--- src/rtl/fifo_pkg.sv ---
// Shared constants and helpers for the single-clock FIFO family.
// Depth, level width and read-mode selectors live here so every file agrees on them.
package fifo_pkg;

   localparam int FIFO_MODE_STD  = 0;
   localparam int FIFO_MODE_FWFT = 1;

   function automatic int depth(input int aw);
      return 1 << aw;
   endfunction

   // One extra bit so a full FIFO (2^AW words) is representable.
   function automatic int level_w(input int aw);
      return aw + 1;
   endfunction

endpackage

--- src/rtl/fifo_sync_ram.sv ---
// FIFO storage: 2^AW x DW register array, synchronous write, asynchronous read.
// Contents are deliberately left unreset.
import fifo_pkg::*;

module fifo_sync_ram #(
   parameter int DW = 8,
   parameter int AW = 4
) (
   input  logic          clk,
   input  logic          we,
   input  logic [AW-1:0] waddr,
   input  logic [DW-1:0] wdata,
   input  logic [AW-1:0] raddr,
   output logic [DW-1:0] rdata
);

   logic [DW-1:0] mem [depth(AW)];

   always_ff @(posedge clk) begin
      if (we) mem[waddr] <= wdata;
   end

   assign rdata = mem[raddr];

endmodule

--- src/rtl/fifo_sync.sv ---
// Single-clock FIFO with level counter, almost-full/empty thresholds, sticky
// overflow/underflow flags and selectable standard or first-word-fall-through read.
import fifo_pkg::*;

module fifo_sync #(
   parameter int DW     = 8,
   parameter int AW     = 4,
   parameter int AF_LVL = (1 << AW) - 2,
   parameter int AE_LVL = 2,
   parameter int FWFT   = FIFO_MODE_STD
) (
   input  logic          I_CLK,
   input  logic          I_RST,
   input  logic          I_WR_EN,
   input  logic [DW-1:0] I_WR_DATA,
   input  logic          I_RD_EN,
   input  logic          I_CLR_ERR,
   output logic [DW-1:0] O_RD_DATA,
   output logic          O_RD_VALID,
   output logic          O_FULL,
   output logic          O_ALMOST_FULL,
   output logic          O_EMPTY,
   output logic          O_ALMOST_EMPTY,
   output logic [AW:0]   O_LEVEL,
   output logic          O_OVERFLOW,
   output logic          O_UNDERFLOW
);

   localparam int          LW       = level_w(AW);
   localparam logic [AW:0] FULL_LVL = LW'(depth(AW));
   localparam logic [AW:0] AF_V     = LW'(AF_LVL);
   localparam logic [AW:0] AE_V     = LW'(AE_LVL);

   logic [AW:0]   wr_ptr, rd_ptr, level, next_level;
   logic          wr_acc, rd_acc;
   logic [DW-1:0] head;

   // Acceptance uses the registered flags only, so a same-cycle pop never
   // frees a slot for a push when full (and vice versa when empty).
   assign wr_acc  = I_WR_EN & ~O_FULL;
   assign rd_acc  = I_RD_EN & ~O_EMPTY;
   assign O_LEVEL = level;

   always_comb begin
      next_level = level;
      unique case ({wr_acc, rd_acc})
         2'b10:   next_level = level + 1'b1;
         2'b01:   next_level = level - 1'b1;
         default: next_level = level;
      endcase
   end

   always_ff @(posedge I_CLK) begin
      if (I_RST) begin
         wr_ptr         <= '0;
         rd_ptr         <= '0;
         level          <= '0;
         O_FULL         <= 1'b0;
         O_ALMOST_FULL  <= 1'b0;
         O_EMPTY        <= 1'b1;
         O_ALMOST_EMPTY <= 1'b1;
         O_OVERFLOW     <= 1'b0;
         O_UNDERFLOW    <= 1'b0;
      end else begin
         if (wr_acc) wr_ptr <= wr_ptr + 1'b1;
         if (rd_acc) rd_ptr <= rd_ptr + 1'b1;
         level          <= next_level;
         O_FULL         <= (next_level == FULL_LVL);
         O_EMPTY        <= (next_level == '0);
         O_ALMOST_FULL  <= (next_level >= AF_V);
         O_ALMOST_EMPTY <= (next_level <= AE_V);
         // A new error wins over a same-cycle clear.
         O_OVERFLOW     <= (I_WR_EN & O_FULL)  | (O_OVERFLOW  & ~I_CLR_ERR);
         O_UNDERFLOW    <= (I_RD_EN & O_EMPTY) | (O_UNDERFLOW & ~I_CLR_ERR);
      end
   end

   fifo_sync_ram #(.DW(DW), .AW(AW)) u_ram (
      .clk   (I_CLK),
      .we    (wr_acc),
      .waddr (wr_ptr[AW-1:0]),
      .wdata (I_WR_DATA),
      .raddr (rd_ptr[AW-1:0]),
      .rdata (head)
   );

   generate
      if (FWFT == FIFO_MODE_FWFT) begin : g_fwft
         assign O_RD_DATA  = head;
         assign O_RD_VALID = ~O_EMPTY;
      end else begin : g_std
         always_ff @(posedge I_CLK) begin
            if (I_RST) begin
               O_RD_DATA  <= '0;
               O_RD_VALID <= 1'b0;
            end else begin
               O_RD_VALID <= rd_acc;
               if (rd_acc) O_RD_DATA <= head;
            end
         end
      end
   endgenerate

endmodule

--- config.mk ---
export PLATFORM = sky130hd
export DESIGN_NAME = fifo_sync
export DESIGN_NICKNAME = d
export VERILOG_FILES = /design/src/rtl/fifo_pkg.sv /design/src/rtl/fifo_sync_ram.sv /design/src/rtl/fifo_sync.sv
export SDC_FILE = /design/constraint.sdc
export NUM_CORES = 1
export LEC_CHECK = 0
export ABC_AREA = 1
export CORE_MARGIN = 2
export CORE_UTILIZATION = 40
export DETAILED_ROUTE_END_ITERATION = 10
export HOLD_SLACK_MARGIN = 0.12
export PLACE_DENSITY_LB_ADDON = 0.3
export SYNTH_ARGS = -nofsm -noshare
export SYNTH_HDL_FRONTEND = slang
export SYNTH_HIERARCHICAL = 1
export SYNTH_SLANG_ARGS = --single-unit
--- constraint.sdc ---
create_clock -name I_CLK -period 5.15 [get_ports I_CLK]
set_input_delay 0.515 -clock I_CLK [delete_from_list [all_inputs] [get_ports I_CLK]]
set_output_delay 0.515 -clock I_CLK [all_outputs]
set_load 0.02 [all_outputs]
==> metrics.md <==
| Metric | Value |
|---|---|
| Status | complete, no violations |
| Seq/Total Area, Yosys | 63.2% |
| Initial Util | 40.5% |
| Asr flop ratio synth | 0% |
| Via Count | 4792 |
| Pleak | 3.40 nW |
| Resized cells post-CTS | 0 |
| Die Y | 136 um |
| Netlist cell types | 27 |
| Die area | 18500 sq um |
| ANT cells | 0 |
| Crit path DAT | 2.54 ns |
| R2R Path Start | rd_ptr[0] |
| Final Hold Fails | 0 |
| RD Place Congestion | 0.809 |
| Core area | 17200 sq um |
| Slew Limit Fails | 0 |
| Crit path max fanout | 19 |
| Share of the synthesized area in the top cell type | 55.2% |
| Vias per inst | 4.83 |
| Layout cells sized above 1 | 7.03% |
| CP peak stage delay | 0.50 ns |
| Sum Neg Setup Slack | 0 ns |
| Routed wire length | 15900 um |
| Cell with the most instances after synthesis | nand2_1 |
| Unrepaired setup endpoints after global routing | false |
| Primary FF master, synth | edfxtp_1 |
| CP max-delay cell | clkdlybuf4s50_1 |
| GRT overflow | 0 |
| Fillers | 1664 |
| Post-layout min period | 2.23 ns |
| Hold Slack | 0.462 ns |
| Synth Area per Inst | 9.51 sq um |
| Clock Latency Late Sink | 0.42 ns |
| Clk sinks | 156 |
| GR Util All Layers | 17.9% |
| Crit. End Element | register |
| Initial antenna violation count | 0 |
| Setup ws final | 2.92 ns |
| CTS max path bufs | 2 |
| P&R area growth vs syn | 15.2% |
| Critical Path RT | 5.46 ns |
| Most frequent cells after synthesis | nand2_1 (211), edfxtp_1 (128), inv_1 (119) |
| Final setup viols | 0 |
| Drt first pass iters | 6 |
| Worst Reg-to-Reg Cells | 8 |
| Yosys Warn Count | 6 |
| Synthesized cell area | 6960 sq um |
| First-pass GRT wire length | 24500 um |
| Inserted Clock Buffers | 17 |
| Final Cell Area | 8030 sq um |
| Worst-path cell chain | clkdlybuf4s50_1 -> inv_2 -> nor2_8 -> nand3_2 -> nand2_1 -> inv_2 -> ha_1 -> a21oi_1 -> inv_1 -> nand3_2 -> nand2_1 -> nand2_1 -> nand2_1 -> nand2_1 -> nand2_1 -> nand2_2 -> o21ai_2 |
| Worst Hold Launch | O_OVERFLOW |
| Met1 usage | 23.7% |
| IO Port Bufs | 32 |
| Worst IR drop on VDD | 0.194 mV |
| Final Non-Filler Cells | 993 |
| Detailed Route Iter0 Violations | 344 |
| DR DRC count | 0 |
| Worst Hold Path EP | O_OVERFLOW |
| Chip Width | 136 um |
| Hold Crit Depth | 2 |
| Post-DRT Antenna Nets | 0 |
| Cell taking the most area after synthesis | edfxtp_1 |
| Crit path top cell by count | nand2_1 |
| Synthesis-stage register bit count | 156 |
| Fin crit share | 43.3% |
| Fmax | 448 MHz |
| Hold Crit Class | register to register |
| Synth Instances | 732 |
| Worst R2R End | O_RD_DATA[4] |
| Placed inst area | 7400 sq um |
| Io pins | 33 |
| Maxcap violations | 0 |
| # nets final | 773 |
| Wire per inst | 16.0 um |
| Critical Path Source Type | input pin |
| Row cnt | 48 |
| Area contributors post-synth | edfxtp_1 (55%), nand2_1 (11%), dfxtp_1 (8.0%), nand3_1 (8.0%), inv_1 (6.4%) |
| EDFF count, synth | 128 |
| Root buf cell | clkbuf_16 |
| Post-CTS Setup Bufs | 0 |
| CP Class | input pin to register |
| Pwr dens | 404 nW/um^2 |
| Worst reg-to-reg setup slack | 3.00 ns |
| Post-synth net total | 749 |
| Post-placement cell count | 962 |
| Post-place setup slack | 2.51 ns |
| H-tree depth | 4 |
| Met2 global-route usage | 29.5% |
| Max Clock Skew | 0.00811 ns |
| Post-DP HPWL | 9720 um |
| GR peak layer | met2 |
| Hold-fix buffers, CTS | 0 |
| CTS tree | done |
| Slew @ Worst Pin | 1.15 ns |
| Clock slew at reported path FFs | 0.06 ns |
| Slew headroom | 23.5% |
| Largest net degree at the start of global routing | 68 |
| GRT met3 Usage | 3.09% |
| Vias in the first global route | 4512 |
## registers in the layout (all words and copies together) (netlist names)
name / flops
u_ram/mem: 128
O_RD_DATA: 8
O_LEVEL: 5
rd_ptr: 4
wr_ptr: 4
O_ALMOST_EMPTY: 1
O_ALMOST_FULL: 1
O_EMPTY: 1
O_FULL: 1
O_OVERFLOW: 1
O_RD_VALID: 1
O_UNDERFLOW: 1
## stage by stage
| stage | total power, mW | utilization, % |
|---|---|---|
| 2_1_floorplan | 1.78 | - |
| 3_3_place_gp | 1.94 | 43.1 |
| 3_5_place_dp | 1.94 | 43.1 |
| 4_1_cts | 3.26 | 46.7 |
| 5_1_grt | 3.38 | 46.7 |
| 6_report | 3.24 | 46.7 |
## critical path: cells and delay by family
| kind | cells | cell delay (ns) |
|---|---|---|
| and+or+nand+nor | 10 | 0.92 |
| buffers and inverters | 4 | 0.71 |
| AOI/OAI and AO/OA | 2 | 0.22 |
| adders and majority gates | 1 | 0.17 |
## cell families (layout without fill, tap and decap cells)
group / count (synthesis) / in the layout / share of synthesized area, %
AOI/OAI and AO/OA: 20 / 20 / 1.53
buffers and inverters: 152 / 188 / 9.29
xor gates and xnor gates: 4 / 4 / 0.503
and+or+nand+nor: 396 / 396 / 24.7
DFF: 156 / 156 / 63.2
adders and majority gates: 4 / 4 / 0.719
## report_power, final
part | leakage [nW] | total (mW) | internal (mW) | switching [mW]
Clock | 0.307 | 1.33 | 0.852 | 0.478
Combinational | 1.70 | 0.475 | 0.153 | 0.323
Sequential | 1.39 | 1.44 | 1.41 | 0.0312
Total | 3.40 | 3.24 | 2.41 | 0.831
## how the worst max path moves through the flow
stage | start | endpoint | slack [ns] | cells past startpoint
2_1_floorplan | I_RD_EN | O_FULL | 3.09 | 10
3_3_place_gp | I_WR_EN | u_ram/mem[7][3] | 2.52 | 5
3_5_place_dp | I_RD_EN | O_ALMOST_FULL | 2.51 | 17
4_1_cts | I_RD_EN | O_ALMOST_FULL | 2.93 | 17
5_1_grt | I_RD_EN | O_ALMOST_FULL | 2.70 | 17
6_report | I_RD_EN | O_ALMOST_FULL | 2.92 | 17
## cell usage in the layout (no fill, tap or decap), drive strengths merged
cell type        n
o21bai           1
clkinvlp         1
nor3             2
inv            123
o21ai           13
nor2            53
nand3          117
clkdlybuf4s50   32
a21oi            6
nand3b           2
nand4            2
dfxtp           28
xor2             4
ha               4
buf              2
edfxtp         128
bufinv           5
clkbuf          18
nand2          220
clkinv           7
## area by class of cell
| class | count | area, sq um | area share [%] |
|---|---|---|---|
| clock buffers | 18 | 429 | 5.35 |
| clock inverters | 13 | 199 | 2.48 |
| inverters | 123 | 462 | 5.75 |
| multi-input cells | 424 | 1910 | 23.8 |
| flip-flops and latches | 156 | 4410 | 54.9 |
| well taps | 225 | 282 | 3.51 |
| repair buffers | 34 | 335 | 4.18 |
## layer usage
layer  vias up  routed length, um
li1       2397                  -
met1      2255               7050
met2       115               7750
met3        25                715
met4         0                343
met5         -                  0
Note: power is estimated with default switching activity, not from simulation.
